$ cat src/rtl/pc_fetch_predictor.sv
// Fetch PC register with next-PC prediction from a direct-mapped BTB and a
// gshare table of 2-bit saturating counters indexed by PC XOR global history.
module pc_fetch_predictor #(
    parameter int unsigned     XLEN         = 32,
    parameter logic [XLEN-1:0] RESET_PC     = '0,
    parameter int unsigned     BTB_IDX_BITS = 5,
    parameter int unsigned     GHR_BITS     = 5
) (
    input  logic                clk,
    input  logic                reset,
    input  logic                pc_write,
    output logic [XLEN-1:0]     current_pc,
    output logic                pred_taken,
    output logic [XLEN-1:0]     pred_next_pc,
    output logic [GHR_BITS-1:0] fetch_ghr,
    input  logic                upd_valid,
    input  logic [XLEN-1:0]     upd_pc,
    input  logic                upd_is_branch,
    input  logic                upd_taken,
    input  logic [XLEN-1:0]     upd_target,
    input  logic [GHR_BITS-1:0] upd_ghr,
    input  logic                upd_mispredict,
    input  logic [XLEN-1:0]     upd_correct_pc
);

    localparam int unsigned BTB_ENTRIES = 1 << BTB_IDX_BITS;
    localparam int unsigned PHT_ENTRIES = 1 << GHR_BITS;
    localparam int unsigned TAG_BITS    = XLEN - BTB_IDX_BITS - 2;

    logic [XLEN-1:0]     pc_reg;
    logic [GHR_BITS-1:0] ghr_reg;

    logic [BTB_ENTRIES-1:0] btb_valid;
    logic [BTB_ENTRIES-1:0] btb_jump;
    logic [TAG_BITS-1:0]    btb_tag_reg    [BTB_ENTRIES];
    logic [XLEN-1:0]        btb_target_reg [BTB_ENTRIES];
    logic [PHT_ENTRIES-1:0][1:0] pht_bits;

    // Lookup side
    logic [BTB_IDX_BITS-1:0] bidx;
    logic [TAG_BITS-1:0]     tag;
    logic [GHR_BITS-1:0]     pidx;
    logic                    hit;

    assign bidx = pc_reg[BTB_IDX_BITS+1:2];
    assign tag  = pc_reg[XLEN-1:BTB_IDX_BITS+2];
    assign pidx = pc_reg[GHR_BITS+1:2] ^ ghr_reg;
    assign hit  = btb_valid[bidx] && (btb_tag_reg[bidx] == tag);

    assign pred_taken   = hit && (btb_jump[bidx] || pht_bits[pidx][1]);
    assign pred_next_pc = pred_taken ? btb_target_reg[bidx] : pc_reg + XLEN'(4);
    assign current_pc   = pc_reg;
    assign fetch_ghr    = ghr_reg;

    // Update side
    logic [BTB_IDX_BITS-1:0] upd_bidx;
    logic [TAG_BITS-1:0]     upd_tag;
    logic [GHR_BITS-1:0]     upd_pidx;
    logic                    pht_we;
    logic                    btb_we;
    logic [1:0]              upd_cnt;
    logic [1:0]              pht_next;
    logic                    unused_ok;

    assign upd_bidx  = upd_pc[BTB_IDX_BITS+1:2];
    assign upd_tag   = upd_pc[XLEN-1:BTB_IDX_BITS+2];
    assign upd_pidx  = upd_pc[GHR_BITS+1:2] ^ upd_ghr;
    assign pht_we    = upd_valid && upd_is_branch;
    assign btb_we    = upd_valid && upd_taken;
    assign upd_cnt   = pht_bits[upd_pidx];
    assign unused_ok = &{1'b0, upd_pc[1:0]};

    always_comb begin
        pht_next = upd_cnt;
        if (upd_taken) begin
            if (upd_cnt != 2'b11) pht_next = upd_cnt + 2'd1;
        end else begin
            if (upd_cnt != 2'b00) pht_next = upd_cnt - 2'd1;
        end
    end

    // A redirect from EX wins over a stall; history only moves on resolved branches.
    always_ff @(posedge clk or negedge reset) begin
        if (!reset) begin
            pc_reg  <= RESET_PC;
            ghr_reg <= '0;
        end else begin
            if (upd_valid && upd_mispredict)
                pc_reg <= upd_correct_pc;
            else if (pc_write)
                pc_reg <= pred_next_pc;
            if (pht_we)
                ghr_reg <= {upd_ghr[GHR_BITS-2:0], upd_taken};
        end
    end

    genvar gi;
    generate
        for (gi = 0; gi < PHT_ENTRIES; gi++) begin : g_pht
            logic [1:0] cnt_reg;
            always_ff @(posedge clk or negedge reset) begin
                if (!reset)
                    cnt_reg <= 2'b01;
                else if (pht_we && (upd_pidx == GHR_BITS'(gi)))
                    cnt_reg <= pht_next;
            end
            assign pht_bits[gi] = cnt_reg;
        end

        for (gi = 0; gi < BTB_ENTRIES; gi++) begin : g_btb
            logic valid_reg;
            logic jump_reg;
            always_ff @(posedge clk or negedge reset) begin
                if (!reset) begin
                    valid_reg <= 1'b0;
                    jump_reg  <= 1'b0;
                end else if (btb_we && (upd_bidx == BTB_IDX_BITS'(gi))) begin
                    valid_reg <= 1'b1;
                    jump_reg  <= ~upd_is_branch;
                end
            end
            assign btb_valid[gi] = valid_reg;
            assign btb_jump[gi]  = jump_reg;
        end
    endgenerate

    // Tag/target storage needs no reset: entries are qualified by btb_valid.
    always_ff @(posedge clk) begin
        if (btb_we) begin
            btb_tag_reg[upd_bidx]    <= upd_tag;
            btb_target_reg[upd_bidx] <= upd_target;
        end
    end

endmodule

$ cat config.mk
export PLATFORM = sky130hd
export DESIGN_NAME = pc_fetch_predictor
export DESIGN_NICKNAME = d
export VERILOG_FILES = /design/src/rtl/pc_fetch_predictor.sv
export SDC_FILE = /design/constraint.sdc
export NUM_CORES = 2
export LEC_CHECK = 0
export ABC_CLOCK_PERIOD_IN_PS = 11800
export CAP_MARGIN = 20
export CORE_MARGIN = 4
export CORE_UTILIZATION = 35
export DETAILED_ROUTE_END_ITERATION = 6
export SLEW_MARGIN = 15
export SYNTH_ARGS = -nofsm -noshare
export SYNTH_HDL_FRONTEND = slang
export SYNTH_SLANG_ARGS = --single-unit
$ cat constraint.sdc
create_clock -name clk -period 11.8 [get_ports clk]
set_clock_uncertainty 0.05 [all_clocks]
set_input_delay 1.18 -clock clk [delete_from_list [all_inputs] [get_ports clk]]
set_output_delay 1.18 -clock clk [all_outputs]
set_load 0.01 [all_outputs]
# Yosys cells after proc, flatten, opt, wreduce, memory -nomap -nowiden
# Memories as Yosys holds them, arrays and structs flattened.
# Cells that the tools add are included.
[op_classes]
muxes = 16
n_eq_ne = 64
div = 0
n_lt_le_gt_ge = 3
bitwise_logic = 3
n_reduce_logical = 74
addsub = 3
shift = 0
multipliers = 0
[op_table]
columns = ["cell", "count"]
rows = [
  ["$eq A5 B5 Y1 const B", 32],
  ["$mux W32", 3],
  ["$eq A5 B4 Y1 const B", 16],
  ["$logic_and A1 B1 Y1", 69],
  ["$eq A5 B3 Y1 const B", 8],
  ["$add A32 B3 Y32 const B", 1],
  ["$eq A25 B25 Y1", 1],
  ["$bmux W2 S5", 2],
  ["$eq A5 B2 Y1 const B", 4],
  ["$lt A5 B6 Y1 const B", 3],
  ["$bmux W1 S5", 2],
  ["$eq A5 B1 Y1 const B", 2],
  ["$logic_not A5 Y1", 2],
  ["$mux W2", 5],
  ["$xor A5 B5 Y5", 2],
  ["$mux W1", 4],
  ["$reduce_bool A2 Y1", 2],
  ["$add A2 B1 Y2 const B", 1],
  ["$ne A2 B2 Y1 const B", 1],
  ["$sub A2 B1 Y2 const B", 1],
  ["$logic_or A1 B1 Y1", 1],
  ["$not A1 Y1", 1],
]
[totals]
mem_bits_ro = 0
input_bits = 108
regBits = 165
elab_cells = 263
latch_bits = 0
mem_count = 2
output_inout_bits = 70
ram_bits = 1824
[memory_table]
columns = ["memory", "depth", "word_bits", "rd", "rd_clocked_by_memory_dff", "wr", "line_no", "source"]
rows = [
  ["btb_target_reg", 32, 32, 1, 0, 1, "36", "logic [XLEN-1:0] btb_target_reg [BTB_ENTRIES];"],
  ["btb_tag_reg", 32, 25, 1, 0, 1, "35", "logic [TAG_BITS-1:0] btb_tag_reg [BTB_ENTRIES];"],
]

# Depth between registers and ports, before layout
[logic_depth]
ltp_word = 8
mapped_depth = 17
ltp_nobuf = 10

# Worst setup path after synthesis
# Ideal clock, no wire load.
[synth_timing]
path_kind = "input to register"
start = "in upd_pc[2]"
end = "mem btb_tag_reg[12][0] (netlist bit), enable pin"
t_required_ns = 11.274
n_path_buf = 2
stages = 4
setup_time_ns = 0.476
slack_ns = 6.983
arrival_time_ns = 4.291
path_cell_list = "clkbuf_1 or2_2 clkbuf_1 nor2_1"
[synth_lines]
columns = ["item", "line_no", "source"]
rows = [
  ["start: declaration", "17", "input logic [XLEN-1:0] upd_pc,"],
  ["end: declaration", "35", ""],
]
# No word-level cell before the write port.

# Final worst setup path
[layout_timing]
start = "reg pc_reg[2] (netlist: current_pc[2])"
end = "out pred_next_pc[7]"
[layout_between]
elab_chain_cells = 6
elab_cells_between_ends = 15
cone_classes = "add/sub (1); eq/ne (1); mux (7); bitwise (1); reduce/logical (3); memory (2)"
[layout_rtl]
columns = ["item", "line_no", "source"]
rows = [
  ["start: declaration", "30", "logic [XLEN-1:0] pc_reg;"],
  ["start signal: assignment", "89", "pc_reg <= upd_correct_pc;"],
  ["start signal: assignment", "91", "pc_reg <= pred_next_pc;"],
  ["parallel branches: the longest is 5 deep, another holds $mem_v2 Z32 W25", "n/a", ""],
  ["$mux W32 *", "51", "assign pred_next_pc = pred_taken ? btb_target_reg[bidx] : pc_reg + XLEN'(4);"],
  ["end: declaration", "14", "output logic [XLEN-1:0] pred_next_pc,"],
]
# Mark *: on every way between the ends. The select of a mux whose other input is x is not followed.

==> results.yml <==
detailed_routing:
  drt_iter0_markers: 4782
  routedWlPerCell_um: 31.5
  drcViolationCount: 0
  drt_first_pass_iters: 5
  routed_via_density: 5.60
  ant_nets: 0
  via_count: 40000
  detail_route.wirelength_mm: 225
sta:
  finalCriticalPeriod_ns: 8.79
  fmax_ghz: 0.114
  worst_slack_ns: 3.01
  setup_viol: 0
  drv_slew: 0
  rsz0062_at_grt: "false"
  final-hold-violation-count: 0
  finalCritPeriodShare: 0.745
  tightest_slew_ns: 1.16
  slew_headroom: 0.227
  setup-tns-final_ns: 0
logic_synthesis:
  yosys.area.top_type_share: 0.698
  synthMuxAreaShare: 0.177
  synthAdderAreaFrac: 0.000415
  synthXorXnorAreaFrac: 0.00501
  syn_inst: 3693
  synth_common_cells: "edfxtp_1, mux4_2, mux2i_1"
  synth_top_family_by_area: "multiplexers"
  yosys.area.top_type: "edfxtp_1"
  synth_area_sq_um: 78500
  synth_area_leaders: "edfxtp_1, mux4_2, dfrtp_1, mux2i_1, mux2_2"
  synth-seq-cells: 1989
  synth-async-reset-ratio: 0.0830
  synth-compound-area-share: 0.0266
  synth.most_common_cell: "edfxtp_1"
  synth-main-ff-cell: "edfxtp_1"
  synth_simple_gate_area_share: 0.0254
  synth.distinct_cells: 70
  syn-num-nets: 3802
  syn_avg_cell_area_sq_um: 21.2
  synth_edf_count: 1824
  ys_warn_count: 0
  ys_seq_area_frac: 0.751
clocking:
  cts.reportedPaths.clkPinSlew_ns: 0.06
  clockBufferDepth: 3
  cts.sinks: 1989
  numCtsBuffers: 197
  ctsResizeCount: 0
  post-cts-setup-buffer-count: 0
  htreeDepth: 4
  clk_latency_ns: 0.83
  root_buffer: "clkbuf_16"
  cts_hold_buffers: 0
  cts_tree: "yes"
worst_setup_path:
  path_depth: 11
  required_ns: 10.57
  worstPathArrival_ns: 7.56
  path_buf_inv: 3
  critPathLaunchType: "flop"
  rr_startpoint: "current_pc[2]$_DFFE_PN0P_"
  crit_end: "pred_next_pc[7]"
  cpMostUsedCell: "buf_4"
  crit_start: "current_pc[2]$_DFFE_PN0P_"
  cp_top_family: "buffers and inverters"
  crit_chain: "buf_4, buf_4, mux4_2, a22o_1, a211o_1, a21oi_1, o22ai_1, nor4_2, nand4_4, mux2i_1, clkdlybuf4s50_1"
  slowest_stage: "mux2i_1"
  worstRegToRegCells: 12
  worstSetupPathType: "flop to primary output"
  ff2ff_setup_slack_ns: 5.16
  cp_max_fo: 36
  reg2reg_to: "current_pc[9]$_DFFE_PN0P_"
  cp-end-kind: "primary output"
  critPathMaxStageDelay_ns: 0.96
global_routing:
  track_usage: 0.192
  globalRouteOverflowTotal: 0
  grt_pass1_vias: 40200
  grt_first_pass_wirelength_mm: 315
  grt_max_degree: 147
  grt_antenna_before_repair: 26
placed_design:
  dpl.hpwl_mm: 123
  port_buffers: 175
  dp_slack_ns: 3.70
  dp.cells: 6747
  gp_congestion: 0.811
  placed_area_sq_um: 84000
final_layout:
  largest_register_ffs: 1024
  drive_above_1_share: 0.266
  final_nets: 4087
  fin_area_sq_um: 90500
  syn_to_final_growth_pct: 15.3
  stdcell_count: 7136
floorplanning:
  die-area_sq_um: 232000
  placementRows: 173
  start_util: 0.352
  die_w_um: 481
  io_pins: 178
  core_sq_um: 223000
  dieHeight_um: 481
worst_hold_path:
  hp-class: "input port to asynchronous set/reset pin"
run:
  maxCapViolCount: 0
outcome:
  status: "finished, final reports clean"
power_and_ir_drop:
  p_leak_nw: 29.1
  vdd_drop_max_mv: 0.137
  p_per_area_nw_per_um2: 192
  p_total_mw: 17.3
worst min path at each step:
stage	cells past startpoint	startpoint	end	slack [ns]
after floorplan	1	g_btb[2].valid_reg$_DFFE_PN0P_	g_btb[2].valid_reg$_DFFE_PN0P_	0.38
after global placement	1	g_btb[2].valid_reg$_DFFE_PN0P_	g_btb[2].valid_reg$_DFFE_PN0P_	0.39
after detailed placement	1	g_btb[16].valid_reg$_DFFE_PN0P_	g_btb[16].valid_reg$_DFFE_PN0P_	0.40
after CTS	1	g_btb[16].valid_reg$_DFFE_PN0P_	g_btb[16].valid_reg$_DFFE_PN0P_	0.42
after global routing	1	reset	fetch_ghr[4]$_DFFE_PN0P_	0.18
final	1	reset	fetch_ghr[4]$_DFFE_PN0P_	0.22
power by group:
group | switching [mW] | leakage (nW) | internal, mW
combinational | 1.68 | 7.64 | 1.43
clock | 2.72 | 3.07 | 3.47
sequential | 0.170 | 18.4 | 7.87
total | 4.56 | 29.1 | 12.8
cell usage in the layout, fill, tap and decap left out, types with 32 or more instances in the layout:
cell,n
a21oi_1,93
a22o_1,39
buf_4,99
clkbuf_1,52
clkbuf_16,199
clkdlybuf4s50_1,172
clkinv_1,45
dfrtp_1,128
dfstp_2,32
edfxtp_1,1824
mux2_2,87
mux2i_1,169
mux4_2,499
nand2_1,96
nand3_1,43
nor2_1,74
o221ai_1,49
or2_2,33
routing by layer:
metal | routed length [um] | vias to the layer above | track usage
li1 | - | 16100 | -
met1 | 91700 | 21900 | 0.263
met2 | 111000 | 1635 | 0.315
met3 | 15900 | 363 | 0.0328
met4 | 6690 | 14 | 0.0583
met5 | 84 | - | 0
layout make-up:
class                   count  area [sq um]
clock inverters           110          1050
diodes                     14          35.0
repair buffers            288          2740
well taps                2975          3720
multi-input cells        1492         18700
clock buffers             258          5270
inverters                  10          57.6
flip-flops and latches   1989         59000
fillers                 19500        132000
stage by stage:
step,utilization,hold slack (ns)
after detailed placement,0.377,0.401
after floorplan,-,0.379
final,0.406,0.217
after global placement,0.377,0.394
after CTS,0.406,0.415
after global routing,0.406,0.185
logic make-up after synthesis:
group,after synthesis
buffers and inverters,212
adder cells (fa/ha/maj),3
multiplexers,755
flip-flops,1989
AO/OA/AOI/OAI,296
XOR/XNOR,44
AND/OR/NAND/NOR,394
Power figures use the tool's default switching activity.
